`config.mk`:
```
export PLATFORM = sky130hd
export DESIGN_NAME = rx_pack64_flat
export DESIGN_NICKNAME = d
export VERILOG_FILES = /design/src/rtl/rx_pkg.sv /design/src/rtl/rx_pack64_if.sv /design/src/rtl/sio_fifo_fwft.sv /design/src/rtl/rx_pack64.sv /design/src/flat_wrapper.sv
export SDC_FILE = /design/constraint.sdc
export NUM_CORES = 1
export LEC_CHECK = 0
export ABC_CLOCK_PERIOD_IN_PS = 13550
export CAP_MARGIN = 10
export CORE_MARGIN = 1
export CORE_UTILIZATION = 50
export DETAILED_ROUTE_END_ITERATION = 10
export PLACE_DENSITY = 0.75
export SLEW_MARGIN = 20
export SYNTH_ARGS = -nofsm -noshare
export SYNTH_HDL_FRONTEND = slang
export SYNTH_SLANG_ARGS = --single-unit
```
`constraint.sdc`:
```
create_clock -name clock -period 13.55 [get_ports clock]
set_clock_uncertainty 0.05 [all_clocks]
set_input_delay 3.3875 -clock clock [delete_from_list [all_inputs] [get_ports clock]]
set_output_delay 3.3875 -clock clock [all_outputs]
set_load 0.005 [all_outputs]
```
`src/rtl/rx_pkg.sv`:
```
// Shared types and constants for the receive-side 32->64 packer and the DMA framer.
// Latency: n/a (declarations only).
// Backpressure: n/a.
package rx_pkg;

    // Filler for the low half when a lone word is pushed out without a partner.
    localparam logic [31:0] PAD_WORD = 32'h0;

    // Width of the saturating overflow counter.
    localparam int OVF_W = 16;

    // 64-bit packed word: the first word received is in the upper half.
    typedef struct packed {
        logic [31:0] hi;
        logic [31:0] lo;
    } pack_word_t;

    function automatic pack_word_t make_word(input logic [31:0] hi, input logic [31:0] lo);
        pack_word_t w;
        w.hi = hi;
        w.lo = lo;
        return w;
    endfunction

endpackage

```
`src/rtl/rx_pack64_if.sv`:
```
// Bus bundle between the receiver stream, the packer and the host DMA consumer.
// Latency: n/a (wires only).
// Backpressure: oready from the consumer; the input side has none (ivalid is never stalled).
// Ports: ivalid/idata/flush/clear_overflow/oready toward the packer,
//        ovalid/odata/level/overflow_count from the packer.
interface rx_pack64_if #(
    parameter int LVL_W = 5
);
    import rx_pkg::*;

    logic              ivalid;
    logic [31:0]       idata;
    logic              flush;
    logic              clear_overflow;
    logic              ovalid;
    pack_word_t        odata;
    logic              oready;
    logic [LVL_W-1:0]  level;
    logic [OVF_W-1:0]  overflow_count;

    // Packer side.
    modport slave (
        input  ivalid, idata, flush, clear_overflow, oready,
        output ovalid, odata, level, overflow_count
    );

    // Stimulus / consumer side.
    modport master (
        output ivalid, idata, flush, clear_overflow, oready,
        input  ovalid, odata, level, overflow_count
    );

endinterface

```
`src/rtl/sio_fifo_fwft.sv`:
```
// Synchronous first-word-fall-through FIFO with a registered head (dout/valid are flops).
// Latency: a push into an empty FIFO is visible on dout/!empty the next cycle.
// Backpressure: dout holds while !empty && !pop; push while full is ignored unless a pop
//               happens in the same cycle, in which case it is accepted.
// Ports: clk/rst (sync, active-high), push_i/din_i, pop_i, dout_o, full_o, empty_o, level_o.
module sio_fifo_fwft #(
    parameter int WIDTH = 64,
    parameter int DEPTH = 16
) (
    input  logic                       clk,
    input  logic                       rst,
    input  logic                       push_i,
    input  logic [WIDTH-1:0]           din_i,
    input  logic                       pop_i,
    output logic [WIDTH-1:0]           dout_o,
    output logic                       full_o,
    output logic                       empty_o,
    output logic [$clog2(DEPTH):0]     level_o
);
    localparam int AW = $clog2(DEPTH);
    localparam int LW = AW + 1;

    // Entries behind the head live in mem_q; level_q counts head + mem entries.
    logic [WIDTH-1:0] mem_q [DEPTH];
    logic [AW-1:0]    wr_ptr_q, wr_ptr_d;
    logic [AW-1:0]    rd_ptr_q, rd_ptr_d;
    logic [LW-1:0]    level_q, level_d;
    logic [WIDTH-1:0] head_q, head_d;
    logic             head_vld_q, head_vld_d;

    logic pop_ok, push_ok, mem_empty, mem_wr;

    assign pop_ok    = pop_i & head_vld_q;
    assign full_o    = (level_q == LW'(DEPTH));
    // A pop frees a slot in the same cycle, so a push while full is still taken.
    assign push_ok   = push_i & (~full_o | pop_ok);
    // With a valid head, anything beyond one entry sits in memory.
    assign mem_empty = (level_q <= LW'(1));

    always_comb begin
        head_d     = head_q;
        head_vld_d = head_vld_q;
        wr_ptr_d   = wr_ptr_q;
        rd_ptr_d   = rd_ptr_q;
        mem_wr     = 1'b0;
        level_d    = level_q;

        if (!head_vld_q || (pop_ok && mem_empty)) begin
            // Head is (or is about to be) free and nothing queued behind it:
            // the incoming word bypasses memory straight into the head.
            head_vld_d = push_ok;
            if (push_ok) begin
                head_d = din_i;
            end
        end else begin
            if (pop_ok) begin
                head_d   = mem_q[rd_ptr_q];
                rd_ptr_d = rd_ptr_q + AW'(1);
            end
            mem_wr = push_ok;
        end

        if (mem_wr) begin
            wr_ptr_d = wr_ptr_q + AW'(1);
        end

        case ({push_ok, pop_ok})
            2'b10:   level_d = level_q + LW'(1);
            2'b01:   level_d = level_q - LW'(1);
            default: level_d = level_q;
        endcase
    end

    always_ff @(posedge clk) begin
        if (rst) begin
            wr_ptr_q   <= '0;
            rd_ptr_q   <= '0;
            level_q    <= '0;
            head_q     <= '0;
            head_vld_q <= 1'b0;
        end else begin
            wr_ptr_q   <= wr_ptr_d;
            rd_ptr_q   <= rd_ptr_d;
            level_q    <= level_d;
            head_q     <= head_d;
            head_vld_q <= head_vld_d;
        end
    end

    // Storage needs no reset: the pointers define what is valid.
    always_ff @(posedge clk) begin
        if (mem_wr) begin
            mem_q[wr_ptr_q] <= din_i;
        end
    end

    assign dout_o  = head_q;
    assign empty_o = ~head_vld_q;
    assign level_o = level_q;

endmodule

```
`src/rtl/rx_pack64.sv`:
```
// Packs consecutive 32-bit receiver words into 64-bit words and queues them toward host DMA.
// Latency: the push happens in the cycle the second word (or flush/timeout) arrives; ovalid one cycle later.
// Backpressure: oready drains the FWFT queue; the input is never stalled, so a full queue drops and counts.
// Ports: clock/reset (sync, active-high); bus.slave carries ivalid/idata/flush/clear_overflow/oready in
//        and ovalid/odata/level/overflow_count out.
module rx_pack64
    import rx_pkg::*;
#(
    parameter int DEPTH        = 16,
    parameter int FLUSH_CYCLES = 64
) (
    input  logic        clock,
    input  logic        reset,
    rx_pack64_if.slave  bus
);
    localparam int LVL_W = $clog2(DEPTH) + 1;
    // Idle count reached on the last idle cycle before the timeout push.
    localparam logic [15:0] IDLE_LAST = 16'(FLUSH_CYCLES - 1);

    logic              pending_q, pending_d;
    logic [31:0]       half_q, half_d;
    logic [15:0]       idle_q, idle_d;
    logic [OVF_W-1:0]  ovf_q, ovf_d;

    logic              push_vld;
    pack_word_t        push_dat;
    logic              fifo_full, fifo_empty, fifo_pop, dropped;
    logic [63:0]       fifo_dout;
    logic [LVL_W-1:0]  fifo_level;

    // Pairing, timeout and flush. The branches are disjoint, so at most one push per cycle.
    always_comb begin
        pending_d = pending_q;
        half_d    = half_q;
        idle_d    = idle_q;
        push_vld  = 1'b0;
        push_dat  = '0;

        if (bus.ivalid) begin
            idle_d = '0;
            if (pending_q) begin
                push_vld  = 1'b1;
                push_dat  = make_word(half_q, bus.idata);
                pending_d = 1'b0;
            end else if (bus.flush) begin
                // Lone word with flush: send it straight out padded, never hold it.
                push_vld  = 1'b1;
                push_dat  = make_word(bus.idata, PAD_WORD);
            end else begin
                half_d    = bus.idata;
                pending_d = 1'b1;
            end
        end else if (pending_q) begin
            if (bus.flush || (idle_q == IDLE_LAST)) begin
                push_vld  = 1'b1;
                push_dat  = make_word(half_q, PAD_WORD);
                pending_d = 1'b0;
                idle_d    = '0;
            end else begin
                idle_d    = idle_q + 16'd1;
            end
        end
    end

    assign fifo_pop = bus.oready & ~fifo_empty;
    assign dropped  = push_vld & fifo_full & ~fifo_pop;

    // A clear that coincides with a drop still records that drop.
    always_comb begin
        ovf_d = ovf_q;
        if (bus.clear_overflow) begin
            ovf_d = dropped ? OVF_W'(1) : '0;
        end else if (dropped && (ovf_q != {OVF_W{1'b1}})) begin
            ovf_d = ovf_q + OVF_W'(1);
        end
    end

    always_ff @(posedge clock) begin
        if (reset) begin
            pending_q <= 1'b0;
            half_q    <= '0;
            idle_q    <= '0;
            ovf_q     <= '0;
        end else begin
            pending_q <= pending_d;
            half_q    <= half_d;
            idle_q    <= idle_d;
            ovf_q     <= ovf_d;
        end
    end

    sio_fifo_fwft #(
        .WIDTH (64),
        .DEPTH (DEPTH)
    ) u_fifo (
        .clk     (clock),
        .rst     (reset),
        .push_i  (push_vld),
        .din_i   (push_dat),
        .pop_i   (fifo_pop),
        .dout_o  (fifo_dout),
        .full_o  (fifo_full),
        .empty_o (fifo_empty),
        .level_o (fifo_level)
    );

    assign bus.ovalid         = ~fifo_empty;
    assign bus.odata          = fifo_dout;
    assign bus.level          = fifo_level;
    assign bus.overflow_count = ovf_q;

endmodule

```
`src/flat_wrapper.sv`:
```
// flat-port wrapper written by rule: the top's interface ports become plain ports
module rx_pack64_flat import rx_pkg::*;
#(
    parameter int DEPTH        = 16,
    parameter int FLUSH_CYCLES = 64
)
  (clock, reset, bus_ivalid, bus_idata, bus_flush, bus_clear_overflow, bus_oready, bus_ovalid, bus_odata, bus_level, bus_overflow_count);
  rx_pack64_if #(.LVL_W(($clog2(DEPTH) + 1))) bus_i ();
  input  logic clock;
  input  logic reset;
  input wire logic [$bits(bus_i.ivalid)-1:0] bus_ivalid;
  input wire logic [$bits(bus_i.idata)-1:0] bus_idata;
  input wire logic [$bits(bus_i.flush)-1:0] bus_flush;
  input wire logic [$bits(bus_i.clear_overflow)-1:0] bus_clear_overflow;
  input wire logic [$bits(bus_i.oready)-1:0] bus_oready;
  output wire logic [$bits(bus_i.ovalid)-1:0] bus_ovalid;
  output wire logic [$bits(bus_i.odata)-1:0] bus_odata;
  output wire logic [$bits(bus_i.level)-1:0] bus_level;
  output wire logic [$bits(bus_i.overflow_count)-1:0] bus_overflow_count;
  assign bus_i.ivalid = bus_ivalid;
  assign bus_i.idata = bus_idata;
  assign bus_i.flush = bus_flush;
  assign bus_i.clear_overflow = bus_clear_overflow;
  assign bus_i.oready = bus_oready;
  assign bus_ovalid = bus_i.ovalid;
  assign bus_odata = bus_i.odata;
  assign bus_level = bus_i.level;
  assign bus_overflow_count = bus_i.overflow_count;
  rx_pack64 #(.DEPTH(DEPTH), .FLUSH_CYCLES(FLUSH_CYCLES)) u_core (.clock(clock), .reset(reset), .bus(bus_i));
endmodule
```
[Yosys cells after proc, flatten, opt, wreduce, memory -nomap -nowiden]
Memories as Yosys holds them, arrays and structs flattened. A register that Yosys moved wholly into a read port is not among the register bits.
Cells that the tools add are included.
Word-level totals
  memories kept: 1
  word-level logic and storage cells: 74
  bits in registers: 143
  memory bits (writable): 1024
  bits of input ports: 38
Cells by class
  equality and inequality tests: 6
  mux-type cells: 28
  $lt $le $gt $ge: 1
  $add $sub $neg: 6
  bitwise gates (word level): 11
  reduce and logical (&&, ||, !) cells: 12
Memory list
  u_core.u_fifo.mem_q: words 16, width 64, rd ports 1, clocked after memory_dff 1, write ports 1, RTL line sio_fifo_fwft.sv:24  | logic [WIDTH-1:0] mem_q [DEPTH];
Operator list (number)
  64-bit two-way mux: 8
  16-bit two-way mux: 3
  16-bit by 1-bit adder with 16-bit output (second input constant): 2
  16-bit by 6-bit equality test with 1-bit output (second input constant): 1
  16-bit != test (second input constant): 1
  1-bit two-way mux: 14
  5-bit one-hot mux with 2 select lines: 1
  4-bit by 1-bit adder with 4-bit output (second input constant): 2
  4-bit two-way mux: 2
  2-bit nonzero test: 3
  5-bit by 1-bit adder with 5-bit output (second input constant): 1
  1-bit AND: 5
  5-bit equality test (second input constant): 1
  5-bit by 1-bit less-or-equal comparator with 1-bit output (second input constant): 1
  1-bit inverter: 5
  5-bit by 1-bit subtractor with 5-bit output (second input constant): 1
  2-bit AND reduction: 2
  3-bit AND reduction: 1
  2-bit by 1-bit equality test with 1-bit output (second input constant): 1
  2-bit equality test (second input constant): 1
  1-bit logical AND: 2
  1-bit logical OR: 2
  2-bit != test (second input constant): 1
  2-bit OR reduction: 1
  other kinds (2): 2

[Longest topological paths before layout]
  word-level depth: 10
  mapped depth: 10
  mapped depth without buffers: 10

[Modules after synthesis]
A second synthesis with hierarchy kept.
Unflattened totals
  cell total of the unflattened synthesis: 2512
  area, all modules: 45909.0 µm²
By module, submodules not included
  sio_fifo_fwft: times used 1, cells each 2088, area an instance 42620.9 µm²
  rx_pack64: times used 1, cells each 424, area an instance 3288.2 µm²

[Least setup slack after synthesis]
Ideal clock, no wire load.
  path type: input to register
  start: in bus_oready
  end: mem u_core.u_fifo.mem_q[0][0] (enable)
  data arrival time: 9.058 ns
  slack: 3.877 ns
  stages: 7
  required time: 12.935 ns
  path buffers: 3
  cells stage by stage: or4b_1 clkbuf_1 o21a_1 clkbuf_1 clkbuf_1 nand3_1 nor3_1
Between the ends
  longest elaborated chain between the ends: 7
RTL lines
  start, declared: RTL line flat_wrapper.sv:15  | input wire logic [$bits(bus_i.oready)-1:0] bus_oready;
  1-bit AND (*): RTL line rx_pack64.sv:65  | assign fifo_pop = bus.oready & ~fifo_empty;
  1-bit AND (*): RTL line sio_fifo_fwft.sv:33  | assign pop_ok = pop_i & head_vld_q;
  1-bit OR / 1-bit logical AND (equally long branches): RTL line sio_fifo_fwft.sv:36, sio_fifo_fwft.sv:48
  1-bit AND / 1-bit logical OR (equally long branches): RTL line sio_fifo_fwft.sv:36, sio_fifo_fwft.sv:48
  1-bit two-way mux (*): RTL line sio_fifo_fwft.sv:48  | if (!head_vld_q || (pop_ok && mem_empty)) begin
  1-bit two-way mux (*): RTL line sio_fifo_fwft.sv:92  | if (mem_wr) begin
  1-bit two-way mux (implied by the code) (*): RTL line sio_fifo_fwft.sv:93  | mem_q[wr_ptr_q] <= din_i;
  end, declared: RTL line sio_fifo_fwft.sv:24
Every way passes the cells marked *; elsewhere a longest branch is shown, timed or not.

[Worst setup path after layout]
  start: in bus_ivalid
  end: mem u_core.u_fifo.mem_q[13][50] (enable)
Between the ends
  longest elaborated chain between the ends: 5
RTL lines
  start, declared: RTL line flat_wrapper.sv:11  | input wire logic [$bits(bus_i.ivalid)-1:0] bus_ivalid;
  1-bit two-way mux: RTL line rx_pack64.sv:39  | if (bus.ivalid) begin
  1-bit AND: RTL line sio_fifo_fwft.sv:36  | assign push_ok = push_i & (~full_o | pop_ok);
  1-bit two-way mux: RTL line sio_fifo_fwft.sv:48
  1-bit two-way mux: RTL line sio_fifo_fwft.sv:92
  1-bit two-way mux (implied by the code): RTL line sio_fifo_fwft.sv:93
Every way passes these cells.

==> impl_metrics.sql <==
INSERT INTO impl_metrics (metric_group, metric, value, unit) VALUES
('job', 'cap_viol_max_count', '0', ''),
('routing', 'remaining_antenna_violation_count', '0', ''),
('routing', 'route.detailed.vias_per_inst', '6.606', ''),
('timing', 'finalSetupTns', '0', 'ps'),
('clocking', 'cts_hold_buffers', '0', ''),
('power_and_ir_drop', 'power.sequential.fraction', '0.535', ''),
('clocking', 'cts_sinks', '1171', ''),
('clocking', 'post_cts.repair.setup_buffers', '0', ''),
('cells_and_area', 'syn2layout_area_growth', '13.78', '%'),
('power_and_ir_drop', 'power_density', '142.2', 'nW/um2'),
('die', 'rows', '110', ''),
('yosys', 'synth.ff_latch_count', '1171', ''),
('clocking', 'clock_latency_on_the_worst_skew_pair', '680', 'ps'),
('worst_setup_path', 'critical_path_required', '13780', 'ps'),
('clocking', 'ctsHtreeMaxLevel', '3', ''),
('worst_setup_path', 'cp_top_family', 'buffers and inverters', ''),
('timing', 'timing.final.crit_period', '7712', 'ps'),
('cells_and_area', 'final-instance-count-excl-fill', '3858', ''),
('routing', 'drt-total-wl', '112.5', 'mm'),
('yosys', 'syn-instance-count', '2479', ''),
('worst_setup_path', 'critical_path_peak_fanout', '72', ''),
('worst_setup_path', 'path_common_cell', 'sky130_fd_sc_hd__buf_4', ''),
('status', 'run_status', 'complete, no violations', ''),
('cells_and_area', 'antennaDiodeCount', '0', ''),
('yosys', 'synthesis.yosys.warnings', '0', ''),
('yosys', 'per_instance_average_area_after_synthesis', '18.50', 'um2'),
('routing', 'route.detailed.wl_per_inst', '29.15', 'um'),
('cells_and_area', 'seqCellArea', '33710', 'um2'),
('worst_setup_path', 'critical-path-slowest-cell', 'sky130_fd_sc_hd__buf_4', ''),
('cells_and_area', 'drive_gt1_frac', '0.2013', ''),
('worst_hold_path', 'min_path_type', 'register to register', ''),
('power_and_ir_drop', 'power_report.internal_total', '5.876', 'mW'),
('worst_setup_path', 'worst_ep_arrival_time', '7950', 'ps'),
('global_route', 'overflow', '0', ''),
('die', 'fp.dieH', '304.8', 'um'),
('global_route', 'grt_pass1_vias', '25340', ''),
('timing', 'finalSetupViolCount', '0', ''),
('die', 'die_x', '304.8', 'um'),
('timing', 'max_transition_viols_final', '0', ''),
('clocking', 'numCtsBuffers', '111', ''),
('placed_design', 'numPlacedInstances', '3649', ''),
('routing', 'total_drc_errors_in_the_routed_layout', '0', ''),
('die', 'coreArea', '90420', 'um2'),
('placed_design', 'buffer_ports.inserted', '123', ''),
('clocking', 'cts_resized', '0', ''),
('clocking', 'cts_tree', 'done', ''),
('placed_design', 'placedInstanceArea', '48350', 'um2'),
('yosys', 'post_synth_instance_area', '45850', 'um2'),
('power_and_ir_drop', 'power.combinational.fraction', '0.042', ''),
('global_route', 'grt_util_all_layers', '0.2405', ''),
('clocking', 'cts_root_buf', 'sky130_fd_sc_hd__clkbuf_16', ''),
('cells_and_area', 'layout.cell_area.non_filler', '52170', 'um2'),
('yosys', 'ys_seq_area_frac', '0.7348', ''),
('worst_setup_path', 'critPathKind', 'input pin to register', ''),
('power_and_ir_drop', 'power_leakage', '15.95', 'nW'),
('worst_setup_path', 'crit_buf_inv', '4', ''),
('global_route', 'grt_first_pass_wirelength', '165.7', 'mm'),
('power_and_ir_drop', 'power.switching_fraction', '0.2078', ''),
('yosys', 'synth_fp_nets', '2529', ''),
('power_and_ir_drop', 'share_clk_of_total_power', '0.424', ''),
('timing', 'hold_slack', '423.4', 'ps'),
('timing', 'finalHoldViolations', '0', ''),
('cells_and_area', 'post_layout_util', '0.5769', ''),
('cells_and_area', 'layout.filler_cells', '6370', ''),
('routing', 'drtIter0Drc', '3522', ''),
('power_and_ir_drop', 'post-layout-total-power', '7.418', 'mW'),
('global_route', 'largest_net_degree_at_the_start_of_global_routing', '89', ''),
('worst_setup_path', 'cp_slowest_stage_delay', '790', 'ps'),
('worst_setup_path', 'startpoint_type', 'input pin', ''),
('timing', 'fmaxAchievable', '0.1297', 'GHz'),
('yosys', 'ys.flop_type', 'sky130_fd_sc_hd__edfxtp_1', '');
[flip-flops by register name, indices dropped and copies added, names as in the netlist, named ones only]
register	flops
u_core.u_fifo.dout_o	64
u_core.u_fifo.head_vld_q	1
u_core.half_q	32
u_core.bus.overflow_count	16
u_core.u_fifo.level_o	5
u_core.u_fifo.mem_q	1024
u_core.u_fifo.rd_ptr_q	4
u_core.idle_q	16
u_core.u_fifo.wr_ptr_q	4
u_core.pending_q	1
[layout make-up]
type                       instances  area share
clock buffer                     142     0.05821
clock inverter                    63     0.01300
inverter                          13   0.0009354
multi-input combinational       1116      0.2209
sequential                      1171      0.6462
tap                             1176     0.02821
timing repair buffer             177     0.03262
[cells in the final DEF, fill, tap and decap left out, drive strengths merged, types with 3 or more instances in the layout]
cell type and n:
a21oi 70, nand3 21, clkinv 43, mux2i 68
nand2b 3, bufinv 13, and3 41, inv 15
mux2 48, o22ai 54, dfxtp 147, o21ai 55
a41o 4, or3 5, mux4 232, a22o 33
clkdlybuf4s50 122, nor3 7, o211ai 5, xor2 13
buf 55, nor2b 5, nand2 92, nor4 5
xnor2 8, or4 9, ha 12, a211oi 131
edfxtp 1024, a31oi 4, clkbuf 142, clkinvlp 5
o31ai 7, a221oi 31, nor2 54, and4 4
nand4 12, a22oi 62
[power by group through the flow]
stage                     Sequential, mW  Combinational (mW)  Clock [mW]
after detailed placement            4.04               0.302           0
after global placement              4.04               0.292           0
after CTS                           3.97               0.304        3.18
after floorplan                     4.02               0.165           0
final                               3.97               0.309        3.14
after global routing                3.97               0.326        3.32
[metal layers]
metal  GRT usage  wire length (um)  vias to the layer above
li1            -                 -                    10480
met1      0.3318             43520                    13190
met2      0.3781             53180                     1584
met3     0.05744             12110                      237
met4     0.07987              3659                        0
met5           0                 0                        -
[cell usage after synthesis, types with 5 or more instances]
library cell | number | area [um2]
sky130_fd_sc_hd__dfxtp_1 | 147 | 2943
sky130_fd_sc_hd__a22o_1 | 33 | 289.0
sky130_fd_sc_hd__nor3_1 | 7 | 35.03
sky130_fd_sc_hd__clkbuf_1 | 114 | 427.9
sky130_fd_sc_hd__nor2b_1 | 5 | 31.28
sky130_fd_sc_hd__xnor2_1 | 8 | 70.07
sky130_fd_sc_hd__a221oi_1 | 31 | 271.5
sky130_fd_sc_hd__o21ai_0 | 54 | 270.3
sky130_fd_sc_hd__o31ai_1 | 7 | 52.55
sky130_fd_sc_hd__a21oi_1 | 70 | 350.3
sky130_fd_sc_hd__edfxtp_1 | 1024 | 30750
sky130_fd_sc_hd__or3_1 | 5 | 31.28
sky130_fd_sc_hd__nand4_1 | 11 | 68.82
sky130_fd_sc_hd__mux2_2 | 48 | 540.5
sky130_fd_sc_hd__nand3_1 | 21 | 105.1
sky130_fd_sc_hd__nor2_1 | 54 | 202.7
sky130_fd_sc_hd__ha_1 | 12 | 150.1
sky130_fd_sc_hd__o22ai_1 | 54 | 337.8
sky130_fd_sc_hd__and3_1 | 41 | 256.5
sky130_fd_sc_hd__xor2_1 | 13 | 113.9
sky130_fd_sc_hd__a22oi_1 | 62 | 465.5
sky130_fd_sc_hd__buf_1 | 16 | 60.06
sky130_fd_sc_hd__a211oi_1 | 128 | 960.9
sky130_fd_sc_hd__or4_1 | 9 | 67.56
sky130_fd_sc_hd__nand2_1 | 92 | 345.3
sky130_fd_sc_hd__mux2i_1 | 68 | 680.7
sky130_fd_sc_hd__buf_2 | 46 | 230.2
sky130_fd_sc_hd__inv_1 | 12 | 45.04
sky130_fd_sc_hd__mux4_2 | 232 | 5225
[path summary, 6_finish.rpt]
check | startpoint | to | slack, ps | cells after the start
max reg2reg | u_core.idle_q[0] | u_core.u_fifo.mem_q[13][50] | 8360 | 8
min | u_core.half_q[7] | u_core.half_q[7] | 420 | 2
min reg2reg | u_core.half_q[7] | u_core.half_q[7] | 420 | 2
max | bus_ivalid | u_core.u_fifo.mem_q[13][50] | 5840 | 8
[tightest hold or removal path, stage by stage (launching register included)]
cell and delay (ps):
sky130_fd_sc_hd__dfxtp_1 320, sky130_fd_sc_hd__nand2_1 50, sky130_fd_sc_hd__a21oi_1 50
[logic make-up (layout without fill, tap and decap cells)]
group                    count (synthesis)  after routing  share of synthesized area
flip-flops                            1171           1171                     0.7348
AO/OA/AOI/OAI                          465            465                    0.07071
multiplexers                           348            348                     0.1406
AND/OR/NAND/NOR                        270            270                    0.02936
buffers and inverters                  192            395                    0.01722
XOR/XNOR                                21             21                   0.004012
adder cells (fa/ha/maj)                 12             12                   0.003275
No activity file was read; power rests on OpenSTA's default activity.
==> variant (same settings) <==
`DEPTH` is set to 16 in 3 places; all go to 8.
--- a/src/rtl/sio_fifo_fwft.sv
+++ b/src/rtl/sio_fifo_fwft.sv
@@ -7,3 +7,3 @@
     parameter int WIDTH = 64,
-    parameter int DEPTH = 16
+    parameter int DEPTH = 8
 ) (
--- a/src/rtl/rx_pack64.sv
+++ b/src/rtl/rx_pack64.sv
@@ -8,3 +8,3 @@
 #(
-    parameter int DEPTH        = 16,
+    parameter int DEPTH        = 8,
     parameter int FLUSH_CYCLES = 64
--- a/src/flat_wrapper.sv
+++ b/src/flat_wrapper.sv
@@ -3,3 +3,3 @@
 #(
-    parameter int DEPTH        = 16,
+    parameter int DEPTH        = 8,
     parameter int FLUSH_CYCLES = 64
Ports: changed (resized bus_level); port bits go from 124 to 123. The function was not compared with the original's and may differ.
==> variant against the unedited design <==
- hold slack worse by 0.0068 ns
- largest cell class unchanged
- clock power is 45% lower
- core utilization is 0.29 points higher
- combinational power is 16% lower
- largest power group unchanged
- routed wire length is 44% lower
- die area is 42% lower
- highest routed layer is now met5
- sequential cell count is 516 lower
- synthesized cell count is 28% lower
- power is 43% lower
- synthesized area is 42% lower
- final area is 42% lower
- global-route usage is 0.44 points lower
- setup slack better by 1.2 ns
==> variant: results (changes against the unedited design) <==
[layout]
post_route_cells_drive_above_1_share=0.130  ; -0.0713
finalNetCount=1919  ; -27%
num_antenna_cells=0  ; unchanged
largest_reg_flops=512  ; -50%
n_fill_cell=3959  ; -38%

[yosys]
synth.top_cells.by_count=edfxtp_1 (512), nand2_1 (184), dfxtp_1 (143), mux4_2 (96), clkbuf_1 (88)
synth_enable_flop_cells=512  ; -50%
async_reset_ff_frac=0  ; unchanged
yosysSeqAreaShare=0.686  ; -0.0487
post_synth_main_area_contributors=edfxtp_1 (58%), dfxtp_1 (11%), mux4_2 (8.1%), nand2_1 (2.6%), mux2i_1 (2.6%)
syn-num-nets=1833  ; -28%
synth_flop_cell=edfxtp_1

[pwr]
total_leakage_power_uw=0.00993  ; -38%
maximum_vdd_drop_v=0.0000983  ; -3.9%

[global_route]
global_route.usage.total=0.236  ; -0.00435
initial_antenna_violation_count=3  ; +1
grt_start_max_net_pins=84  ; -5.6%
vias_in_the_first_global_route=16751  ; -34%
grt_first_pass_wirelength_um=96700  ; -42%

[setup_path]
critical_path_arrival_ns=6.83  ; -1.12 ns
crit_path_max_fanout=41  ; -43%
critPathSlowestCell=or2_2
timing.critical_path.slowest_cell_delay_ns=0.64  ; -0.15 ns

[route]
met3WireLength_um=4780  ; -60%
routed-wl-met2_um=30400  ; -43%
starting_drc_count_in_detailed_routing=1650  ; -53%
routed_via_count=16346  ; -36%
wl_met1_um=25000  ; -43%
wire_per_inst_um=24.0  ; -18%
route.top_layer_used=met5
drtPass1Iterations=5  ; -1

[clock_network]
clk_pin_slew_ns=0.06
cts-buffers-inserted=66  ; -41%
insertion_delay_ns=0.59  ; -0.09 ns

[timing]
slew_headroom=0.270  ; +0.0519

[placement]
pre_cts_slack_ns=6.54  ; +1.29 ns
port-buffer-count=122  ; -0.81%
routability_driven_placement_congestion_ratio=0.814  ; -6.2%
detailedPlacementHpwl_um=34700  ; -45%
postPlaceCellArea_um2=28400  ; -41%

[outcome]
run_status=finished, final reports clean

variant: power by group:
group / switching (uW) / internal (uW) / leakage, uW
Sequential: 22.6 / 2180 / 0.00604
Combinational: 154 / 106 / 0.00288
Clock: 732 / 1010 / 0.00101
variant: per-stage QoR:
stage,total power [uW],std cells,util
floorplan,2390,1787,-
global placement,2500,2493,0.541
detailed placement,2510,2493,0.541
CTS,4230,2610,0.580
global route,4330,2610,0.580
finish,4210,2610,0.580
variant: cell families after synthesis:
group / count (synthesis) / share of synthesized area
DFF: 655 / 0.686
and+or+nand+nor: 429 / 0.0814
AOI/OAI and AO/OA: 370 / 0.0918
muxes: 165 / 0.107
buffers and inverters: 141 / 0.0232
xor gates and xnor gates: 19 / 0.00626
adders and majority gates: 8 / 0.00377
variant: cell type report:
cell class                 instances  area, um2  share of cell area
clock inverter                    23        163             0.00534
timing repair buffer             153       1440              0.0474
sequential                       655      18300               0.599
multi-input combinational        991       7830               0.257
tap                              688        861              0.0283
inverter                           6       22.5            0.000739
clock buffer                      94       1890              0.0621
variant: worst paths after layout:
check	startpoint	to	slack, ns	depth (start not counted)
min reg2reg	u_core.u_fifo.dout_o[40]	u_core.u_fifo.dout_o[40]	0.42	2
max	bus_flush	u_core.u_fifo.dout_o[7]	7.08	9
max reg2reg	u_core.u_fifo.level_o[0]	u_core.u_fifo.mem_q[5][34]	9.50	9
min	u_core.u_fifo.dout_o[40]	u_core.u_fifo.dout_o[40]	0.42	2
variant: worst reg2reg max path: stages (launching register included):
cell	delay, ns
dfxtp_1	0.48
inv_1	0.08
ha_1	0.23
or2_1	0.33
a31o_2	0.28
buf_4	0.32
a211oi_2	0.52
nand2_1	0.28
nor3b_2	0.21
buf_4	0.84
variant: metal layers:
| metal | global-route usage | vias up |
|---|---|---|
| li1 | - | 7174 |
| met1 | 0.306 | 8260 |
| met2 | 0.387 | 749 |
| met3 | 0.0495 | 157 |
| met4 | 0.0982 | 6 |
| met5 | 0 | - |
